`config.mk`:
```
export PLATFORM = sky130hd
export DESIGN_NAME = router_pkt_tx_flat
export DESIGN_NICKNAME = d
export VERILOG_FILES = /design/src/rtl/router_pkt_tx_pkg.sv /design/src/rtl/router_pkt_tx_if.sv /design/src/rtl/pkt_tx_buf.sv /design/src/rtl/router_pkt_tx.sv /design/src/flat_wrapper.sv
export SDC_FILE = /design/constraint.sdc
export NUM_CORES = 1
export LEC_CHECK = 0
export CAP_MARGIN = 25
export CORE_ASPECT_RATIO = 0.9
export CORE_MARGIN = 2
export CORE_UTILIZATION = 65
export CTS_BUF_LIST = sky130_fd_sc_hd__clkbuf_4 sky130_fd_sc_hd__clkbuf_8
export DETAILED_ROUTE_END_ITERATION = 10
export MAX_ROUTING_LAYER = met4
export PLACE_DENSITY_LB_ADDON = 0.3
export SLEW_MARGIN = 20
export SYNTH_ARGS = -nofsm -noshare
export SYNTH_HDL_FRONTEND = slang
export SYNTH_SLANG_ARGS = --single-unit
```
`constraint.sdc`:
```
create_clock -name clk -period 3.4 [get_ports clk]
set_input_delay 0.51 -clock clk [delete_from_list [all_inputs] [get_ports clk]]
set_output_delay 0.51 -clock clk [all_outputs]
set_load 0.005 [all_outputs]
```
`src/rtl/router_pkt_tx_pkg.sv`:
```
// Shared types and header layout for the router packet transmitter.
package router_pkg;

  typedef enum logic [2:0] {
    IDLE = 3'd0,
    HDR  = 3'd1,
    PLD  = 3'd2,
    PAR  = 3'd3,
    CHK  = 3'd4
  } state_t;

  localparam logic [1:0] ADDR_INVALID = 2'b11;

  localparam int HDR_LEN_MSB  = 7;
  localparam int HDR_LEN_LSB  = 2;
  localparam int HDR_DEST_MSB = 1;
  localparam int HDR_DEST_LSB = 0;

  // Field order matches the bit positions above: len in [7:2], dest in [1:0].
  typedef struct packed {
    logic [HDR_LEN_MSB-HDR_LEN_LSB:0]   len;
    logic [HDR_DEST_MSB-HDR_DEST_LSB:0] dest;
  } hdr_t;

endpackage

```
`src/rtl/router_pkt_tx_if.sv`:
```
// Handshake/bus bundle between a packet source and the router transmitter.
interface router_pkt_tx_if;
  logic       buf_we;
  logic [5:0] buf_addr;
  logic [7:0] buf_wdata;
  logic       start;
  logic [1:0] dest;
  logic [5:0] len;
  logic       inj_err;
  logic       rtr_busy;
  logic       rtr_err;
  logic       pkt_valid;
  logic [7:0] data_out;
  logic       tx_busy;
  logic       done;
  logic       pkt_err;
  logic       cmd_err;

  modport master (
    output buf_we, buf_addr, buf_wdata, start, dest, len, inj_err, rtr_busy, rtr_err,
    input  pkt_valid, data_out, tx_busy, done, pkt_err, cmd_err
  );

  modport slave (
    input  buf_we, buf_addr, buf_wdata, start, dest, len, inj_err, rtr_busy, rtr_err,
    output pkt_valid, data_out, tx_busy, done, pkt_err, cmd_err
  );
endinterface

```
`src/rtl/pkt_tx_buf.sv`:
```
// 64x8 payload buffer: one write port, registered read with write-first bypass.
module pkt_tx_buf #(
  parameter int DEPTH = 64,
  parameter int AW    = 6,
  parameter int DW    = 8
) (
  input  logic          clk,
  input  logic          we,
  input  logic [AW-1:0] waddr,
  input  logic [DW-1:0] wdata,
  input  logic          re,
  input  logic [AW-1:0] raddr,
  output logic [DW-1:0] rdata
);

  logic [DW-1:0] mem [DEPTH];

  always_ff @(posedge clk) begin
    if (we) mem[waddr] <= wdata;
  end

  // Bypass lets a byte written on the same edge it is prefetched still go out.
  always_ff @(posedge clk) begin
    if (re) rdata <= (we && (waddr == raddr)) ? wdata : mem[raddr];
  end

endmodule

```
`src/rtl/router_pkt_tx.sv`:
```
// Packet transmitter: header, buffered payload, parity byte, then router error check.
module router_pkt_tx #(
  parameter int MAX_LEN  = 63,
  parameter int ERR_WAIT = 3
) (
  input logic            clk,
  input logic            rst,
  router_pkt_tx_if.slave bus
);
  import router_pkg::*;

  state_t     state;
  logic [7:0] out_r;
  logic [7:0] parity;
  logic [7:0] rdata;
  logic [5:0] len_r;
  logic [5:0] idx;
  logic [7:0] cnt;
  logic       pkt_r;
  logic       inj_r;
  logic       err_seen;
  logic       done_r;
  logic       pkt_err_r;
  logic       cmd_err_r;

  logic       accept;
  logic       start_ok;
  logic       rd_en;
  logic [5:0] rd_addr;
  logic       err_nxt;
  hdr_t       hdr;

  always_comb begin
    hdr      = '0;
    hdr.len  = bus.len;
    hdr.dest = bus.dest;
  end

  assign accept   = !bus.rtr_busy;
  assign start_ok = (bus.dest != ADDR_INVALID) && (bus.len != 6'd0) &&
                    (int'(bus.len) <= MAX_LEN);
  assign err_nxt  = err_seen | bus.rtr_err;

  // Prefetch: the byte after the one on data_out is read on each accepted edge.
  assign rd_en   = accept && ((state == HDR) || (state == PLD));
  assign rd_addr = (state == HDR) ? 6'd0 : idx + 6'd1;

  pkt_tx_buf u_buf (
    .clk   (clk),
    .we    (bus.buf_we),
    .waddr (bus.buf_addr),
    .wdata (bus.buf_wdata),
    .re    (rd_en),
    .raddr (rd_addr),
    .rdata (rdata)
  );

  always_ff @(posedge clk) begin
    if (!rst) begin
      state     <= IDLE;
      out_r     <= 8'd0;
      parity    <= 8'd0;
      len_r     <= 6'd0;
      idx       <= 6'd0;
      cnt       <= 8'd0;
      pkt_r     <= 1'b0;
      inj_r     <= 1'b0;
      err_seen  <= 1'b0;
      done_r    <= 1'b0;
      pkt_err_r <= 1'b0;
      cmd_err_r <= 1'b0;
    end else begin
      done_r    <= 1'b0;
      pkt_err_r <= 1'b0;
      cmd_err_r <= 1'b0;
      case (state)
        IDLE: begin
          if (bus.start) begin
            if (start_ok) begin
              state  <= HDR;
              len_r  <= bus.len;
              inj_r  <= bus.inj_err;
              out_r  <= hdr;
              parity <= hdr;
              pkt_r  <= 1'b1;
            end else begin
              cmd_err_r <= 1'b1;
            end
          end
        end
        HDR: begin
          if (accept) begin
            state <= PLD;
            idx   <= 6'd0;
          end
        end
        PLD: begin
          if (accept) begin
            parity <= parity ^ rdata;
            if (idx == len_r - 6'd1) begin
              state <= PAR;
              pkt_r <= 1'b0;
              out_r <= parity ^ rdata ^ {7'b0, inj_r};
            end else begin
              idx <= idx + 6'd1;
            end
          end
        end
        PAR: begin
          if (accept) begin
            state    <= CHK;
            out_r    <= 8'd0;
            cnt      <= 8'd0;
            err_seen <= 1'b0;
          end
        end
        CHK: begin
          err_seen <= err_nxt;
          if (cnt == 8'(ERR_WAIT - 1)) begin
            state     <= IDLE;
            done_r    <= 1'b1;
            pkt_err_r <= err_nxt;
          end else begin
            cnt <= cnt + 8'd1;
          end
        end
        default: state <= IDLE;
      endcase
    end
  end

  // Payload bytes come straight from the buffer's read register.
  assign bus.data_out  = (state == PLD) ? rdata : out_r;
  assign bus.pkt_valid = pkt_r;
  assign bus.tx_busy   = (state != IDLE);
  assign bus.done      = done_r;
  assign bus.pkt_err   = pkt_err_r;
  assign bus.cmd_err   = cmd_err_r;

endmodule

```
`src/flat_wrapper.sv`:
```
// flat-port wrapper written by rule: the top's interface ports become plain ports
module router_pkt_tx_flat import router_pkg::*;
#(
  parameter int MAX_LEN  = 63,
  parameter int ERR_WAIT = 3
)
  (clk, rst, bus_buf_we, bus_buf_addr, bus_buf_wdata, bus_start, bus_dest, bus_len, bus_inj_err, bus_rtr_busy, bus_rtr_err, bus_pkt_valid, bus_data_out, bus_tx_busy, bus_done, bus_pkt_err, bus_cmd_err);
  router_pkt_tx_if bus_i ();
  input logic clk;
  input logic rst;
  input wire logic [$bits(bus_i.buf_we)-1:0] bus_buf_we;
  input wire logic [$bits(bus_i.buf_addr)-1:0] bus_buf_addr;
  input wire logic [$bits(bus_i.buf_wdata)-1:0] bus_buf_wdata;
  input wire logic [$bits(bus_i.start)-1:0] bus_start;
  input wire logic [$bits(bus_i.dest)-1:0] bus_dest;
  input wire logic [$bits(bus_i.len)-1:0] bus_len;
  input wire logic [$bits(bus_i.inj_err)-1:0] bus_inj_err;
  input wire logic [$bits(bus_i.rtr_busy)-1:0] bus_rtr_busy;
  input wire logic [$bits(bus_i.rtr_err)-1:0] bus_rtr_err;
  output wire logic [$bits(bus_i.pkt_valid)-1:0] bus_pkt_valid;
  output wire logic [$bits(bus_i.data_out)-1:0] bus_data_out;
  output wire logic [$bits(bus_i.tx_busy)-1:0] bus_tx_busy;
  output wire logic [$bits(bus_i.done)-1:0] bus_done;
  output wire logic [$bits(bus_i.pkt_err)-1:0] bus_pkt_err;
  output wire logic [$bits(bus_i.cmd_err)-1:0] bus_cmd_err;
  assign bus_i.buf_we = bus_buf_we;
  assign bus_i.buf_addr = bus_buf_addr;
  assign bus_i.buf_wdata = bus_buf_wdata;
  assign bus_i.start = bus_start;
  assign bus_i.dest = bus_dest;
  assign bus_i.len = bus_len;
  assign bus_i.inj_err = bus_inj_err;
  assign bus_i.rtr_busy = bus_rtr_busy;
  assign bus_i.rtr_err = bus_rtr_err;
  assign bus_pkt_valid = bus_i.pkt_valid;
  assign bus_data_out = bus_i.data_out;
  assign bus_tx_busy = bus_i.tx_busy;
  assign bus_done = bus_i.done;
  assign bus_pkt_err = bus_i.pkt_err;
  assign bus_cmd_err = bus_i.cmd_err;
  router_pkt_tx #(.MAX_LEN(MAX_LEN), .ERR_WAIT(ERR_WAIT)) u_core (.clk(clk), .rst(rst), .bus(bus_i));
endmodule
```
==> summary.txt <==
STA
  – Clock skew: 27.7 ps
  – Final setup TNS: 0 ps
  – FMAX: 301 MHz
  – Slew headroom: 29.7%
  – Worst setup margin: 74.0 ps
  – Hold slack: 135 ps
  – Worst-Margin Slew: 1050 ps
  – Crit share post-route: 97.8%
  – Final setup viols: 0
  – Max Slew Vio Count: 0
  – Final Critical Period: 3330 ps
  – Final hold violations: 0

Status
  – Status: finished, final reports clean

Die
  – Die Y: 186 um
  – Core ar.: 36,200 sq um
  – FP Rows: 66
  – Die ar.: 38,200 sq um
  – Io pins: 42
  – Horiz. Die Dim: 206 um
  – Initial core utilization: 65.9%

Detailed routing
  – Drt initial violations: 2,878
  – Total number of vias: 16,200
  – WL/cell: 27.3 um
  – DR pass1 iterations: 8
  – Via-to-Cell Ratio: 6.86
  – Routed WL: 64,600 um
  – Post-route DRC violation count: 0
  – Detail Route Antenna Nets: 0

Critical path
  – FF-to-FF path depth: 9
  – Critical R2R Launch: u_core.state[2]
  – Worst Setup SP: u_core.state[2]
  – WP data arrival: 3720 ps
  – Element type at the critical path end: register
  – Worst path max stage delay: 660 ps
  – CP dominant cell by count: buf_4
  – Crit path kind: register to register
  – CP max-delay cell: nor3_1
  – Worst Path Max Fanout: 24
  – RR Endpoint: u_core.u_buf.rdata[5]
  – Worst EP required: 3790 ps
  – R2R setup slack: 70 ps
  – Total stage count of the critical path: 9
  – Crit-path leading delay family: simple AND/OR/NAND/NOR gates
  – CP cell instances: or3b_4, buf_4, nand2_1, buf_4, o221a_2, nor3_1, o22ai_1, a211oi_1, mux2i_1
  – CP Buf/Inv Count: 2
  – Crit path launch type: register

Clock network
  – TritonCTS Buffers: 86
  – Root Buffer: clkbuf_8
  – # Post-CTS Setup Buffers: 0
  – H-tree depth: 3
  – Clock Path Buffers: 3
  – Clk Latency, worst-skew pair: 660 ps
  – Clk sink count: 565
  – CTS tree: built
  – Reg clk slew, reported paths: 60 ps

Global route
  – Grt total ovfl: 0
  – Initial antenna violation count: 4
  – Gr usage total: 35.8%
  – First-pass GRT wire length: 96,400 um
  – Pin count of the biggest net entering global routing: 97
  – Vias in the first global route: 15,500

Final layout
  – Layout cells sized above 1: 19.4%
  – Final net count: 1,859
  – Post-layout util: 74.7%
  – Commonest non-fill, non-tap cells in the layout: edfxtp_1, nor2_1, buf_4
  – Fill count: 2,178
  – Commonest non-fill, non-tap cell in the layout: edfxtp_1
  – Synthesis-to-layout area growth: 13.4%

Power
  – Worst vdd ir: 0.384 mV
  – Pwr per Cell Area: 623 nW/um^2
  – Pleak: 8.77 nW

Min path
  – Hold Crit Class: input port to register
  – Hold Path Origin: bus_buf_wdata[5]
  – Worst Hold End: u_core.u_buf.mem[30][5]
  – Worst hold path depth: 1

Placement
  – DP HPWL: 41,700 um
  – PortBufs: 41
  – Setup slack at placement: 276 ps
  – GPL Wtd Cong: 1.00

Yosys
  – Mapped Cells: 1,679
  – Post-Syn Area: 23,800 sq um
  – Async set-reset flop share out of synthesis: 0%
  – Yosys warns: 0
  – Syn Nets: 1,712
  – Synth unique cells: 69
  – Seq cells post-synth: 565
  – Post-synth EDFFs: 520
  – Mean cell area of the mapped netlist: 14.2 sq um
  – Post-synthesis sequential area ratio: 69.3%
  – Post-synth top flop: edfxtp_1

Run
  – Max_cap viols: 0
==> cell type report <==
| class | instances | area (sq um) | share of cell area (%) |
|---|---|---|---|
| Antenna cell | 4 | 10.0 | 0.0370 |
| Tap cell | 476 | 596 | 2.20 |
| Sequential cell | 565 | 16500 | 61.1 |
| Clock inverter | 28 | 185 | 0.685 |
| Timing Repair Buffer | 177 | 1480 | 5.47 |
| Inverter | 15 | 56.3 | 0.208 |
| Clock buffer | 118 | 1440 | 5.34 |
| Multi-Input combinational cell | 981 | 6730 | 24.9 |
==> cell usage after synthesis, types with 9 or more instances <==
cell / n / area [sq um]
edfxtp_1: 520 / 15600
nor2_1: 138 / 518
nand2_1: 118 / 443
a21oi_1: 97 / 485
mux2i_1: 78 / 781
o21ai_0: 78 / 390
buf_2: 50 / 250
nand3_1: 46 / 230
dfxtp_1: 45 / 901
clkbuf_1: 40 / 150
nor3_1: 40 / 200
mux2_2: 33 / 372
mux4_2: 32 / 721
o211ai_1: 27 / 203
a22oi_1: 20 / 150
a221oi_1: 17 / 149
a211oi_1: 16 / 120
a31oi_1: 16 / 100
xnor2_1: 16 / 140
inv_1: 14 / 52.6
xor2_1: 14 / 123
o221ai_1: 13 / 114
buf_1: 11 / 41.3
buf_4: 11 / 82.6
nand4_1: 11 / 68.8
o22ai_1: 10 / 62.6
or3_1: 10 / 62.6
a221o_1: 9 / 90.1
and2_1: 9 / 56.3
and3_1: 9 / 56.3
o31ai_1: 9 / 67.6
==> worst max-delay path by stage <==
| stage | to | slack (ps) |
|---|---|---|
| finish | u_core.u_buf.rdata[5] | 70 |
| global route | u_core.u_buf.rdata[5] | -4 |
| CTS | bus_data_out[3] | 150 |
| detailed placement | u_core.u_buf.rdata[0] | 280 |
| global placement | u_core.u_buf.rdata[6] | 330 |
| floorplan | u_core.u_buf.rdata[1] | 820 |
==> metrics by stage <==
stage	cells	cell area, sq um	total power [mW]
global placement	2213	25400	11.3
finish	2364	27000	16.8
floorplan	1679	23800	10.1
detailed placement	2213	25400	11.4
global route	2364	27000	17.3
CTS	2359	27000	16.7
==> power by group <==
| group | switching [mW] | internal, mW |
|---|---|---|
| Sequential | 0.152 | 7.77 |
| Combinational | 2.16 | 1.33 |
| Clock | 2.52 | 2.89 |
| Total | 4.83 | 12.0 |
==> cells by family after synthesis <==
group | Yosys count | share of synthesized area, %
DFF | 565 | 69.3
and+or+nand+nor | 426 | 8.27
AOI/OAI and AO/OA | 378 | 10.5
muxes | 143 | 7.86
buffers and inverters | 133 | 2.72
xor gates and xnor gates | 30 | 1.10
adders and majority gates | 4 | 0.210
==> metal layers <==
metal | GRT usage, % | vias up | routed length [um]
li1 | - | 6851 | -
met5 | - | - | 0
met3 | 7.90 | 225 | 8170
met1 | 47.5 | 7841 | 23500
met4 | 17.4 | 0 | 3170
met2 | 53.1 | 1297 | 29800
==> state kept, by name (all words and copies together), names as in the netlist <==
signal                flops
u_core.u_buf.mem        512
u_core.cnt                8
u_core.out_r              8
u_core.parity             8
u_core.u_buf.rdata        8
u_core.idx                6
u_core.len_r              6
u_core.state              3
u_core.bus.cmd_err        1
u_core.bus.done           1
u_core.bus.pkt_err        1
u_core.bus.pkt_valid      1
u_core.err_seen           1
u_core.inj_r              1
==> repair_timing <==
| item | in CTS | in global routing |
|---|---|---|
| hold buffers | 0 | 0 |
| gates cloned | 0 | 0 |
| gates resized for setup | 1 | 1 |
| endpoints found under the setup margin | 4 | 5 |
Power figures use the tool's default switching activity.
